$ cat src/rtl/crypt_pipe_ctrl_pkg.sv
// Shared constants and helpers for the permutation pipeline controller.
package crypt_pipe_pkg;

  localparam int KEY_BITS_PER_STAGE = 2;
  localparam int NUM_STAGES_DEF     = 8;

  // LSB position of a stage's {k3,k2} pair inside a block key.
  function automatic int key_lsb(input int stage);
    return stage * KEY_BITS_PER_STAGE;
  endfunction

endpackage

$ cat src/rtl/crypt_pipe_ctrl_stage_slot.sv
// One pipeline slot: valid bit plus key shadow of the block held in this stage.
module crypt_stage_slot
  import crypt_pipe_pkg::*;
#(
  parameter int IDX   = 0,
  parameter int KEY_W = 16
) (
  input  logic                          clk,
  input  logic                          reset,
  input  logic                          i_flush,
  input  logic                          i_up_valid,
  input  logic [KEY_W-1:0]              i_up_key,
  input  logic                          i_dn_adv,
  output logic                          o_adv,
  output logic                          o_en,
  output logic                          o_valid,
  output logic [KEY_W-1:0]              o_key,
  output logic [KEY_BITS_PER_STAGE-1:0] o_key_slice
);

  logic             r_v;
  logic [KEY_W-1:0] r_kq;

  // Slot can capture when upstream holds a block and this slot is empty or draining.
  assign o_adv       = i_up_valid & (~r_v | i_dn_adv);
  // Reset forces the enable low at once, even while the source keeps offering.
  assign o_en        = o_adv & ~i_flush & ~reset;
  assign o_valid     = r_v;
  assign o_key       = r_kq;
  assign o_key_slice = i_up_key[key_lsb(IDX) +: KEY_BITS_PER_STAGE];

  // Occupancy and key shadow update; flush clears valid but leaves the key shadow.
  always_ff @(posedge clk or posedge reset) begin
    if (reset) begin
      r_v  <= 1'b0;
      r_kq <= '0;
    end else if (i_flush) begin
      r_v <= 1'b0;
    end else if (o_en) begin
      r_v  <= 1'b1;
      r_kq <= i_up_key;
    end else if (r_v & i_dn_adv) begin
      r_v <= 1'b0;
    end
  end

endmodule

$ cat src/rtl/crypt_pipe_ctrl.sv
// Sequencing controller for the pipelined permutation datapath: per-stage
// enables with bubble collapsing, output backpressure and key delivery.
module crypt_pipe_ctrl
  import crypt_pipe_pkg::*;
#(
  parameter int NUM_STAGES = NUM_STAGES_DEF,
  parameter int KEY_W      = 2 * NUM_STAGES,
  parameter int CNT_W      = 16
) (
  input  logic                              clk,
  input  logic                              reset,
  input  logic                              in_valid,
  output logic                              in_ready,
  input  logic [KEY_W-1:0]                  in_key,
  input  logic                              flush,
  output logic                              out_valid,
  input  logic                              out_ready,
  output logic [NUM_STAGES-1:0]             stage_en,
  output logic [2*NUM_STAGES-1:0]           stage_key,
  output logic                              busy,
  output logic [$clog2(NUM_STAGES+1)-1:0]   occupancy,
  output logic [CNT_W-1:0]                  done_count
);

  localparam int OCC_W = $clog2(NUM_STAGES + 1);

  logic             w_up_valid [NUM_STAGES];
  logic [KEY_W-1:0] w_up_key   [NUM_STAGES];
  logic             w_dn_adv   [NUM_STAGES];
  logic             w_adv      [NUM_STAGES];
  logic             w_valid    [NUM_STAGES];
  logic [KEY_W-1:0] w_key      [NUM_STAGES];
  logic             w_unused_tail;
  logic [OCC_W-1:0] w_occ;
  logic [CNT_W-1:0] r_done;

  // The advance chain runs combinationally from out_ready back to in_ready.
  for (genvar i = 0; i < NUM_STAGES; i++) begin : g_slot
    if (i == 0) begin : g_head
      assign w_up_valid[i] = in_valid;
      assign w_up_key[i]   = in_key;
    end else begin : g_body
      assign w_up_valid[i] = w_valid[i-1];
      assign w_up_key[i]   = w_key[i-1];
    end

    if (i == NUM_STAGES - 1) begin : g_tail
      assign w_dn_adv[i] = out_ready;
    end else begin : g_mid
      assign w_dn_adv[i] = w_adv[i+1];
    end

    crypt_stage_slot #(
      .IDX   (i),
      .KEY_W (KEY_W)
    ) u_slot (
      .clk         (clk),
      .reset       (reset),
      .i_flush     (flush),
      .i_up_valid  (w_up_valid[i]),
      .i_up_key    (w_up_key[i]),
      .i_dn_adv    (w_dn_adv[i]),
      .o_adv       (w_adv[i]),
      .o_en        (stage_en[i]),
      .o_valid     (w_valid[i]),
      .o_key       (w_key[i]),
      .o_key_slice (stage_key[key_lsb(i) +: KEY_BITS_PER_STAGE])
    );
  end

  // Stage 0's raw advance and the last key shadow have no consumer.
  assign w_unused_tail = ^{w_adv[0], w_key[NUM_STAGES-1]};

  assign in_ready   = (~w_valid[0] | w_dn_adv[0]) & ~flush;
  assign out_valid  = w_valid[NUM_STAGES-1];
  assign occupancy  = w_occ;
  assign busy       = (w_occ != '0);
  assign done_count = r_done;

  // Population count of stage valid bits.
  always_comb begin
    w_occ = '0;
    for (int i = 0; i < NUM_STAGES; i++) begin
      w_occ = w_occ + OCC_W'(w_valid[i]);
    end
  end

  // Delivered-block counter; a flush cycle never counts as a delivery.
  always_ff @(posedge clk or posedge reset) begin
    if (reset) begin
      r_done <= '0;
    end else if (out_valid & out_ready & ~flush) begin
      r_done <= r_done + 1'b1;
    end
  end

endmodule

$ cat config.mk
export PLATFORM = sky130hd
export DESIGN_NAME = crypt_pipe_ctrl
export DESIGN_NICKNAME = d
export VERILOG_FILES = /design/src/rtl/crypt_pipe_ctrl_pkg.sv /design/src/rtl/crypt_pipe_ctrl_stage_slot.sv /design/src/rtl/crypt_pipe_ctrl.sv
export SDC_FILE = /design/constraint.sdc
export NUM_CORES = 1
export LEC_CHECK = 0
export CORE_UTILIZATION = 29
export CTS_CLUSTER_SIZE = 40
export DETAILED_ROUTE_END_ITERATION = 8
export HOLD_SLACK_MARGIN = 0.08
export PLACE_DENSITY = 0.44
export SLEW_MARGIN = 0
export SYNTH_ARGS = -nofsm -noshare
export SYNTH_HDL_FRONTEND = slang
export SYNTH_HIERARCHICAL = 1
export SYNTH_SLANG_ARGS = --single-unit
$ cat constraint.sdc
create_clock -name clk -period 17.4 [get_ports clk]
set_input_delay 4.35 -clock clk [delete_from_list [all_inputs] [get_ports clk]]
set_output_delay 4.35 -clock clk [all_outputs]
set_load 0.02 [all_outputs]
* Yosys cells after proc, flatten, opt, wreduce, memory -nomap -nowiden
Cells that the tools add are included.
Cells by class: add/sub/neg operators 8, $mul 0, divide/modulo/power cells 0, $lt $le $gt $ge 0, eq/ne operators 0, shifts and indexed selects 0, multiplexer cells 24, bitwise operators 52, reductions and logical operators 16
Operator list (number):
- $and 1x1->1 | 34
- $mux 1 | 24
- $reduce_bool 3->1 | 8
- $add 16x1->16 const B | 1
- $add 4x1->4 | 4
- $reduce_and 2->1 | 7
- $not 1->1 | 10
- $or 1x1->1 | 8
- $add 3x1->4 | 1
- $reduce_bool 4->1 | 1
- $add 2x1->3 | 1
- $add 1x1->2 | 1
Storage, ports and cells: bits in registers 136, bits in latches 0, memory bits (writable) 0, memory bits (read-only) 0, output and inout port bits 47, memories kept 0

* Logic depth before layout (Yosys ltp)
Gate-level depths: netlist of the first run.
depth in word-level cells 21, mapped depth 18, depth with buffers taken out 17

* Modules after synthesis
The synthesis of the first run kept the hierarchy.
Modules (own cells, without submodules):
- crypt_stage_slot | instances 8, cells each 43, area an instance 718.2 um^2
- crypt_pipe_ctrl | instances 1, cells each 83, area an instance 930.9 um^2

* Worst setup path after synthesis of the first run
Ideal clock, no wire load.
kind input -> output, start in out_ready, end out stage_en[0], arrival 7.396 ns, required time 13.050 ns, setup slack 5.654 ns, stages on the path 18, path buffers 1, cell sequence nand2b_2 and2_1 nand2b_2 and2_1 nand2b_2 and2_1 nand2b_2 and2_1 nand2b_2 and2_1 nand2b_2 and2_1 nand2b_2 and2_1 nand2b_2 nand3_4 buf_6 inv_1
RTL lines:
- from (decl) | line crypt_pipe_ctrl.sv:17 | input logic out_ready,
- to (decl) | line crypt_pipe_ctrl.sv:18 | output logic [NUM_STAGES-1:0] stage_en,

==> run metrics, run 1 <==
status complete, no violations; MaxCap Viol Count 0; headroom to the max-slew limit roughly three fifths; initial antenna violation count 0; core area 13200 um^2; area grow syn2layout 24.2%; CTS buffer count 9; Die Ht approximately 120 um; Least-Margin Pin Slew roughly 0.61 ns; H-Tree Depth 3; hold buffers post-CTS 0; gr usage total about 10%; ratio of cells with drive above 1 in the final layout between 30% and 40%; unrepaired setup endpoints after global routing false; Worst-Skew Late Latency about 0.34 ns; warnings from Yosys 6; final period utilization about three quarters; critical setup path kind in2out; drt wl/cell between 10 and 15 um; Hold Crit Class reg2reg; Slew Limit Fails 0; CTS Sinks 80; worst path arrival time between 8 and 9 ns; post-CTS setup buffers 0; Tot Pwr ~0.50 mW; GP Congestion 0.726; crit end category output pin; Die Footprint 14000 um^2; Post-DP HPWL between 4 and 5 mm; Power Dens Cells 102 nW/um^2; final-report hold violation count 0; Pre-antenna DRT Iters 4; Initial Utilization approximately 30%; Place WS roughly 4.6 ns; Startpoint Class input port; fin util a little under two fifths; mapped cell area approximately 3900 um^2; Max clock buf depth 2; syn_nets just over 300; max frequency about 78 MHz; Layout Skew around 0.0080 ns; IO buf count 63; Routed Antenna Nets 0; I/O pin cnt slightly below 70; chip width between 100 and 150 um; clock root buffer clkbuf_16; largest net degree at the start of global routing 20; n_diodes 0; CP Data Required Time 13.05 ns; routed wire length 6.45 mm; Worst Hold Slack 0.472 ns; Post-CTS Resized 0; grt ovf 0; first-pass GRT wire length ~11 mm; DR vias/cell just over 4; num rows 42; Worst-path clk slew roughly 0.060 ns; total number of vias about 2100; final setup TNS 0 ns; TritonCTS clock tree yes; Initial DRC Count 53; Final min period 12.84 ns; CP max FO 16; setup ws final about 4.6 ns; syn_area_per_cell approximately 14 um^2; Lkg Pwr 2.31 nW; Max VDD drop around 0.000045 V; Layout Nets 363; Cells after Synth approximately 280; final setup fails 0; # fillers roughly 1300; DRC viols 0; vias in the first global route 2097
==> layer usage <==
layer  track usage, %  up-vias  share of wire (%)
met5                0        -                  0
met4             4.51        0                1.9
met3             3.67       12                4.7
met2             14.2       49                 42
met1             13.6      996                 51
li1                 -     1021                  -
==> layout by cell type, fill, tap and decap left out, types with 4 or more instances in the layout <==
cell type	instances
and2_1	8
clkbuf_16	9
clkdlybuf4s50_1	63
dfrtp_1	80
fa_1	4
ha_1	4
inv_1	30
mux2_2	27
mux2_4	30
nand2_1	4
nand2b_2	8
nand3_4	8
nor2_4	8
o21ai_0	8
xnor2_1	13
==> stage by stage <==
step	cell area [um^2]	cells
4_1_cts	4880	515
3_5_place_dp	4590	499
2_1_floorplan	3930	282
6_report	4880	515
5_1_grt	4880	515
3_3_place_gp	4590	499
==> state kept, by name, summed over array words and instances, names as in the netlist <==
register,cells
g_slot.u_slot/o_valid,8
done_count,16
g_slot.u_slot/o_key,56
==> layout make-up <==
cell class	count	area, um^2	area share (%)
inverters	30	113	2.31
clock buffers	9	225	4.62
repair buffers	65	646	13.2
well taps	176	220	4.51
multi-input cells	148	1610	32.9
clock inverters	7	68.8	1.41
flip-flops and latches	80	2000	41.0
==> worst paths after layout <==
check                                    startpoint                         to  slack [ns]  cells after the start
setup / recovery                          out_ready                stage_en[0]        4.56                     19
hold / removal                       done_count[15]             done_count[15]        0.47                      1
setup reg to reg           g_slot[7].u_slot/o_valid  g_slot[0].u_slot/o_key[9]       13.47                     17
hold reg to reg                      done_count[15]             done_count[15]        0.47                      1
max in group asynchronous                     reset              done_count[1]       12.32                      3
min in group asynchronous                     reset   g_slot[7].u_slot/o_valid        4.43                      3
==> where the power goes <==
group / total [mW] / internal [mW] / switching, mW
sequential: 0.236 / 0.217 / 0.0186
combinational: 0.0799 / 0.0498 / 0.0301
clock: 0.182 / 0.0995 / 0.0822
total: 0.497 / 0.366 / 0.131
==> worst max-delay path, cell delays in order <==
cell             delay (ns)
clkdlybuf4s50_1        0.48
nand2b_2               0.24
and2_1                 0.17
nand2b_2               0.20
and2_1                 0.17
nand2b_2               0.20
and2_1                 0.16
nand2b_2               0.20
and2_1                 0.16
nand2b_2               0.20
and2_1                 0.16
nand2b_2               0.20
and2_1                 0.16
nand2b_2               0.20
and2_1                 0.18
nand2b_2               0.20
nand3_4                0.24
inv_1                  0.07
clkdlybuf4s50_1        0.54
No activity file was read; power rests on OpenSTA's default activity.
==> run 2, diff against run 1 <==
Settings changed: PLACE_DENSITY 0.44 to 0.46.
Clock period 17.4 ns to 10.3 ns, I/O delays scaled along.
==> run 2 against run 1 <==
Wire length shrank 0.33%. Via count grew 1.9%. Clock power up 67%. Flip-flop and latch count did not move. Highest routed layer unchanged.
==> run metrics, run 2 (synthesis results as in run 1) <==
status complete, no violations (unchanged); Crit-path slowest cell clkdlybuf4s50_1 (unchanged); vias in the first global route 2243 (was 2097); Worst-Skew Late Latency 0.34 ns (about the same); Die Footprint 14000 um^2 (unchanged); worst path arrival time 6.73 ns (was 8.49 ns); Startpoint Class input port (unchanged); gr usage total 10.3% (was 10.0%); I/O pin cnt 68 (unchanged); DR vias/cell 4.12 (was 4.03); headroom to the max-slew limit 24.1% (was 59.4%); setup ws final 0.999 ns (was 4.56 ns); Hold Startpoint done_count[15] (unchanged); post-CTS setup buffers 0 (unchanged); RR Startpoint g_slot[7].u_slot/o_valid (unchanged); Worst Hold Slack 0.477 ns (was 0.472 ns); Final min period about 9.3 ns; unrepaired setup endpoints after global routing false (unchanged); CTS Sinks 80 (unchanged); routed wire length 6.43 mm (was 6.45 mm); most numerous cell on the critical path nand2b_2 (unchanged); Post-CTS Resized 0 (unchanged); family with the most delay on the worst path simple AND/OR/NAND/NOR gates (unchanged); Routed Antenna Nets 0 (unchanged); grt ovf 0 (unchanged); hold buffers post-CTS 0 (unchanged); final setup fails 0 (unchanged); Initial Utilization 29.7% (unchanged); Final Cell Area 4870 um^2 (was 4880 um^2); Slew Limit Fails 0 (unchanged); commonest cells after routing, fill and taps aside dfrtp_1, clkdlybuf4s50_1, inv_1, mux2_4, mux2_2 (unchanged); Place WS 1.01 ns (was 4.57 ns); Lkg Pwr 2.30 nW (was 2.31 nW); num rows 42 (unchanged); core area 13200 um^2 (unchanged); MaxCap Viol Count 0 (unchanged); GR Layer Usage met1 12.3% (was 13.6%); initial antenna violation count 0 (unchanged); drt wl/cell 12.5 um (about the same); Placed Cells 498 (was 499); Critical Path Max Stage Delay 0.55 ns (was 0.54 ns); CP Data Required Time 7.73 ns (was 13.05 ns); GP Congestion 0.687 (was 0.726); worst-path cell chain clkdlybuf4s50_1 -> nand2b_2 -> and2_1 -> nand2b_2 -> and2_1 -> nand2b_2 -> and2_1 -> nand2b_2 -> and2_1 -> nand2b_2 -> and2_1 -> nand2b_2 -> and2_1 -> nand2b_2 -> and2_1 -> nand2b_2 -> nand3_4 -> inv_1 -> clkdlybuf4s50_1 (unchanged); Initial DRC Count 35 (was 53); H-Tree Depth 3 (unchanged); crit end category output pin (unchanged); total number of vias 2118 (was 2078); first-pass GRT wire length 11.2 mm (was 10.9 mm); TritonCTS clock tree yes (unchanged); # fillers 1315 (was 1311); Die Ht 118 um (unchanged); area of the multi-input gates 1610 um^2 (unchanged); final period utilization between 90% and 100%; crit path from out_ready (unchanged); n_diodes 0 (unchanged); final std cells w/o fill 514 (was 515); cell area after placement 4580 um^2 (was 4590 um^2); critical setup path kind in2out (unchanged); Layout Nets 362 (was 363); Post-DP HPWL 4.90 mm (was 4.87 mm); max frequency around 110 MHz; GR Util met2 16.3% (was 14.2%); Hold Crit Class reg2reg (unchanged); Layout Skew 0.00795 ns (was 0.00800 ns); DRC viols 0 (unchanged); ratio of cells with drive above 1 in the final layout 29.9% (was 30.1%); CTS buffer count 9 (unchanged); most common cell after layout, fill and taps aside dfrtp_1 (unchanged); CP max FO 16 (unchanged); Power Dens Cells 172 nW/um^2 (was 102 nW/um^2); max reg flops 56 (unchanged); Max clock buf depth 2 (unchanged); chip width 118 um (unchanged); final-report hold violation count 0 (unchanged); critical path buffer and inverter count 3 (unchanged); area grow syn2layout 23.9% (was 24.2%); final setup TNS 0 ns (unchanged); clock root buffer clkbuf_16 (unchanged); GR peak layer met2 (unchanged); FF/Latch Area 2000 um^2 (unchanged); largest net degree at the start of global routing 20 (unchanged); Max VDD drop 0.000116 V (was 0.0000446 V); Worst-path clk slew 0.06 ns (about the same); Least-Margin Pin Slew 1.14 ns (was 0.608 ns); met3 GRT Util 3.91% (was 3.67%); Pre-antenna DRT Iters 4 (unchanged); IO buf count 63 (unchanged)
==> run 2: layer usage <==
metal | routed length (um) | share of wire, %
met1 | 2860 | 44
met4 | 127 | 2.0
met2 | 3110 | 48
met3 | 340 | 5.3
met5 | 0 | 0
==> run 2: power breakdown <==
| part | internal (mW) | leakage [nW] | switching [mW] | total [mW] |
|---|---|---|---|---|
| logic | 0.0840 | 1.11 | 0.0497 | 0.134 |
| clock network | 0.177 | 0.134 | 0.127 | 0.304 |
| registers | 0.367 | 1.06 | 0.0309 | 0.398 |
==> run 2: worst reg2reg max path, stage by stage (launching register included) <==
cell      delay [ns]
dfrtp_1         0.50
nand2b_2        0.13
and2_1          0.17
nand2b_2        0.20
and2_1          0.17
nand2b_2        0.20
and2_1          0.17
nand2b_2        0.20
and2_1          0.16
nand2b_2        0.20
and2_1          0.16
nand2b_2        0.20
and2_1          0.16
nand2b_2        0.20
and2_1          0.18
nand2b_2        0.20
nand3_4         0.24
mux2_2          0.37
==> run 2: cell type report <==
class	instances	area share (%)
Timing Repair Buffer	64	13.1
Sequential cell	80	41.1
Multi-Input combinational cell	148	33.0
Clock inverter	5	0.822
Clock buffer	11	5.19
Inverter	30	2.31
Tap cell	176	4.52
==> run 2: worst paths after layout <==
check                                             to  slack, ns  cells after the start
max in group asynchronous             done_count[15]       7.00                      3
hold reg to reg                       done_count[15]       0.48                      1
hold / removal                        done_count[15]       0.48                      1
min in group asynchronous   g_slot[7].u_slot/o_valid       2.65                      3
setup reg to reg           g_slot[0].u_slot/o_key[7]       6.38                     17
setup / recovery                         stage_en[0]        1.0                     19
==> run 2: stage by stage <==
step                      total power, mW  utilization (%)
after CTS                           0.855             36.8
after global placement              0.538             34.6
after floorplan                     0.500                -
after global routing                0.880             36.8
after detailed placement            0.541             34.6
final                               0.836             36.8
==> RTL edit: new RTL, flow settings as in run 1 <==
Put one more register stage on the output `done_count`, cleared by the reset. The value now appears one clock later. The other outputs are not delayed to match.
--- a/src/rtl/crypt_pipe_ctrl.sv
+++ b/src/rtl/crypt_pipe_ctrl.sv
@@ -76,5 +76,11 @@
   assign occupancy  = w_occ;
   assign busy       = (w_occ != '0);
-  assign done_count = r_done;
+  always_ff @(posedge clk or posedge reset) begin
+    if (reset) begin
+      done_count <= '0;
+    end else begin
+      done_count <= r_done;
+    end
+  end
 
   // Population count of stage valid bits.
Formal check against the unedited RTL: not equivalent (a bounded check fails within 10 cycles, from zero or initial values and one cycle with reset high).
==> RTL edit against run 1 <==
  * Synthesized area up 10%
  * Routed wire length up 4.8%
  * Worst setup slack better by 0.031 ns
  * Sequential power up 15%
  * Design area up 9.4%
  * Via count up 5.8%
  * Sequential share of layout area up 4.0 points
  * Total power up 16%
  * Sequential cell count up 16
  * Highest routed layer unchanged
==> RTL edit: results (changes against run 1) <==
Run status
  • Status: complete, no violations (unchanged)

Synth
  • Total nets after synthesis: 327 (was 311)
  • Syn Inst Count: 298 (was 282)

Worst setup path
  • Crit. Startpoint: out_ready (unchanged)
  • Crit path max fanout: 16 (unchanged)
  • Worst Setup EP: stage_en[0] (unchanged)
  • R2R Path End: g_slot[0].u_slot/o_key[8] (was g_slot[0].u_slot/o_key[9])
  • FF-to-FF Start: g_slot[7].u_slot/o_valid (unchanged)
  • Arr. time, crit path: 8.46 ns (was 8.49 ns)
  • Reg2Reg Setup Slack: 13.50 ns (was 13.47 ns)

Detailed routing
  • Drt total wl: 6.76 mm (was 6.45 mm)
  • DR WL/cell: 12.6 um (was 12.5 um)
  • Routed vias: 2199 (was 2078)
  • DR pass1 iterations: 4 (unchanged)
  • Iteration-0 DRC Markers: 56 (was 53)

GRT
  • Global route overflow: 0 (unchanged)
  • First-pass GRT wire length: 11.7 mm (was 10.9 mm)
  • Vias in the first global route: 2256 (was 2097)
  • Initial antenna violation count: 0 (unchanged)
  • Pin count of the biggest net entering global routing: 33 (was 20)
  • Gr usage total: 9.66% (was 10.0%)

Place
  • Worst slack, placed: 4.58 ns (was 4.57 ns)
  • DP Cell Count: 523 (was 499)
  • GP Congestion: 0.650 (was 0.726)
  • Post-Place Cell Area: 0.00500 mm^2 (was 0.00459 mm^2)
  • DP Wirelength: 5.16 mm (was 4.87 mm)

Clocking
  • Clock tree buffer depth: 2 (unchanged)
  • CTS root buffer: clkbuf_16 (unchanged)
  • CTS buffer count: 9 (unchanged)
  • Post-CTS sizing: 0 (unchanged)

Cells and area
  • Final net count: 379 (was 363)
  • # diodes: 0 (unchanged)
  • Layout filler cell count: 1449 (was 1311)
  • Number of flip-flops under the largest register name: 56 (unchanged)
  • Final Instance Area: 0.00534 mm^2 (was 0.00488 mm^2)
  • Share of cells above drive strength 1: 28.3% (was 30.1%)

Hold path
  • Hold Crit Start: r_done[15] (was done_count[15])
  • Hold EP: done_count[15] (unchanged)
  • WHS Path Cells: 0 (was 1)
  • Hold Crit Class: flip-flop to flip-flop (unchanged)

STA
  • Final hold slack: 0.407 ns (was 0.472 ns)
  • Relative slew slack: 21.5% (was 59.4%)
  • Period utilisation layout: 73.6% (was 73.8%)
  • Clk_skew: 0.00850 ns (was 0.00800 ns)

Power and ir drop
  • Peak VDD IR: 0.0000457 V (was 0.0000446 V)
  • Psw: 127 uW (was 131 uW)
  • Lkg Pwr: 2.56 nW (was 2.31 nW)
==> RTL edit: final cells by class <==
class                           instances  area share (%)
Multi-Input combinational cell        148            30.1
Clock inverter                          3            1.69
Tap cell                              184            4.31
Sequential cell                        96            45.0
Inverter                               30            2.11
Timing Repair Buffer                   65            12.1
Clock buffer                           11            4.73
==> RTL edit: per-layer routing <==
layer	GRT usage [%]	vias up	share of wire, %
met4	3.40	0	1.3
met3	3.45	9	4.7
met5	0	-	0
met1	12.1	1067	45
met2	15.3	53	48
li1	-	1070	-
==> RTL edit: power groups by stage <==
stage                     sequential (mW)  clock (mW)  combinational (mW)
after floorplan                     0.270           0              0.0649
after global placement              0.277           0              0.0793
after detailed placement            0.277           0              0.0809
after CTS                           0.273       0.234              0.0812
after global routing                0.277       0.241              0.0862
final                               0.272       0.226              0.0796
==> RTL edit: worst max-delay path, delay by kind of cell <==
| kind | cells | cell delay [ns] |
|---|---|---|
| AND/OR/NAND/NOR | 16 | 3.02 |
| buffers and inverters | 3 | 1.08 |
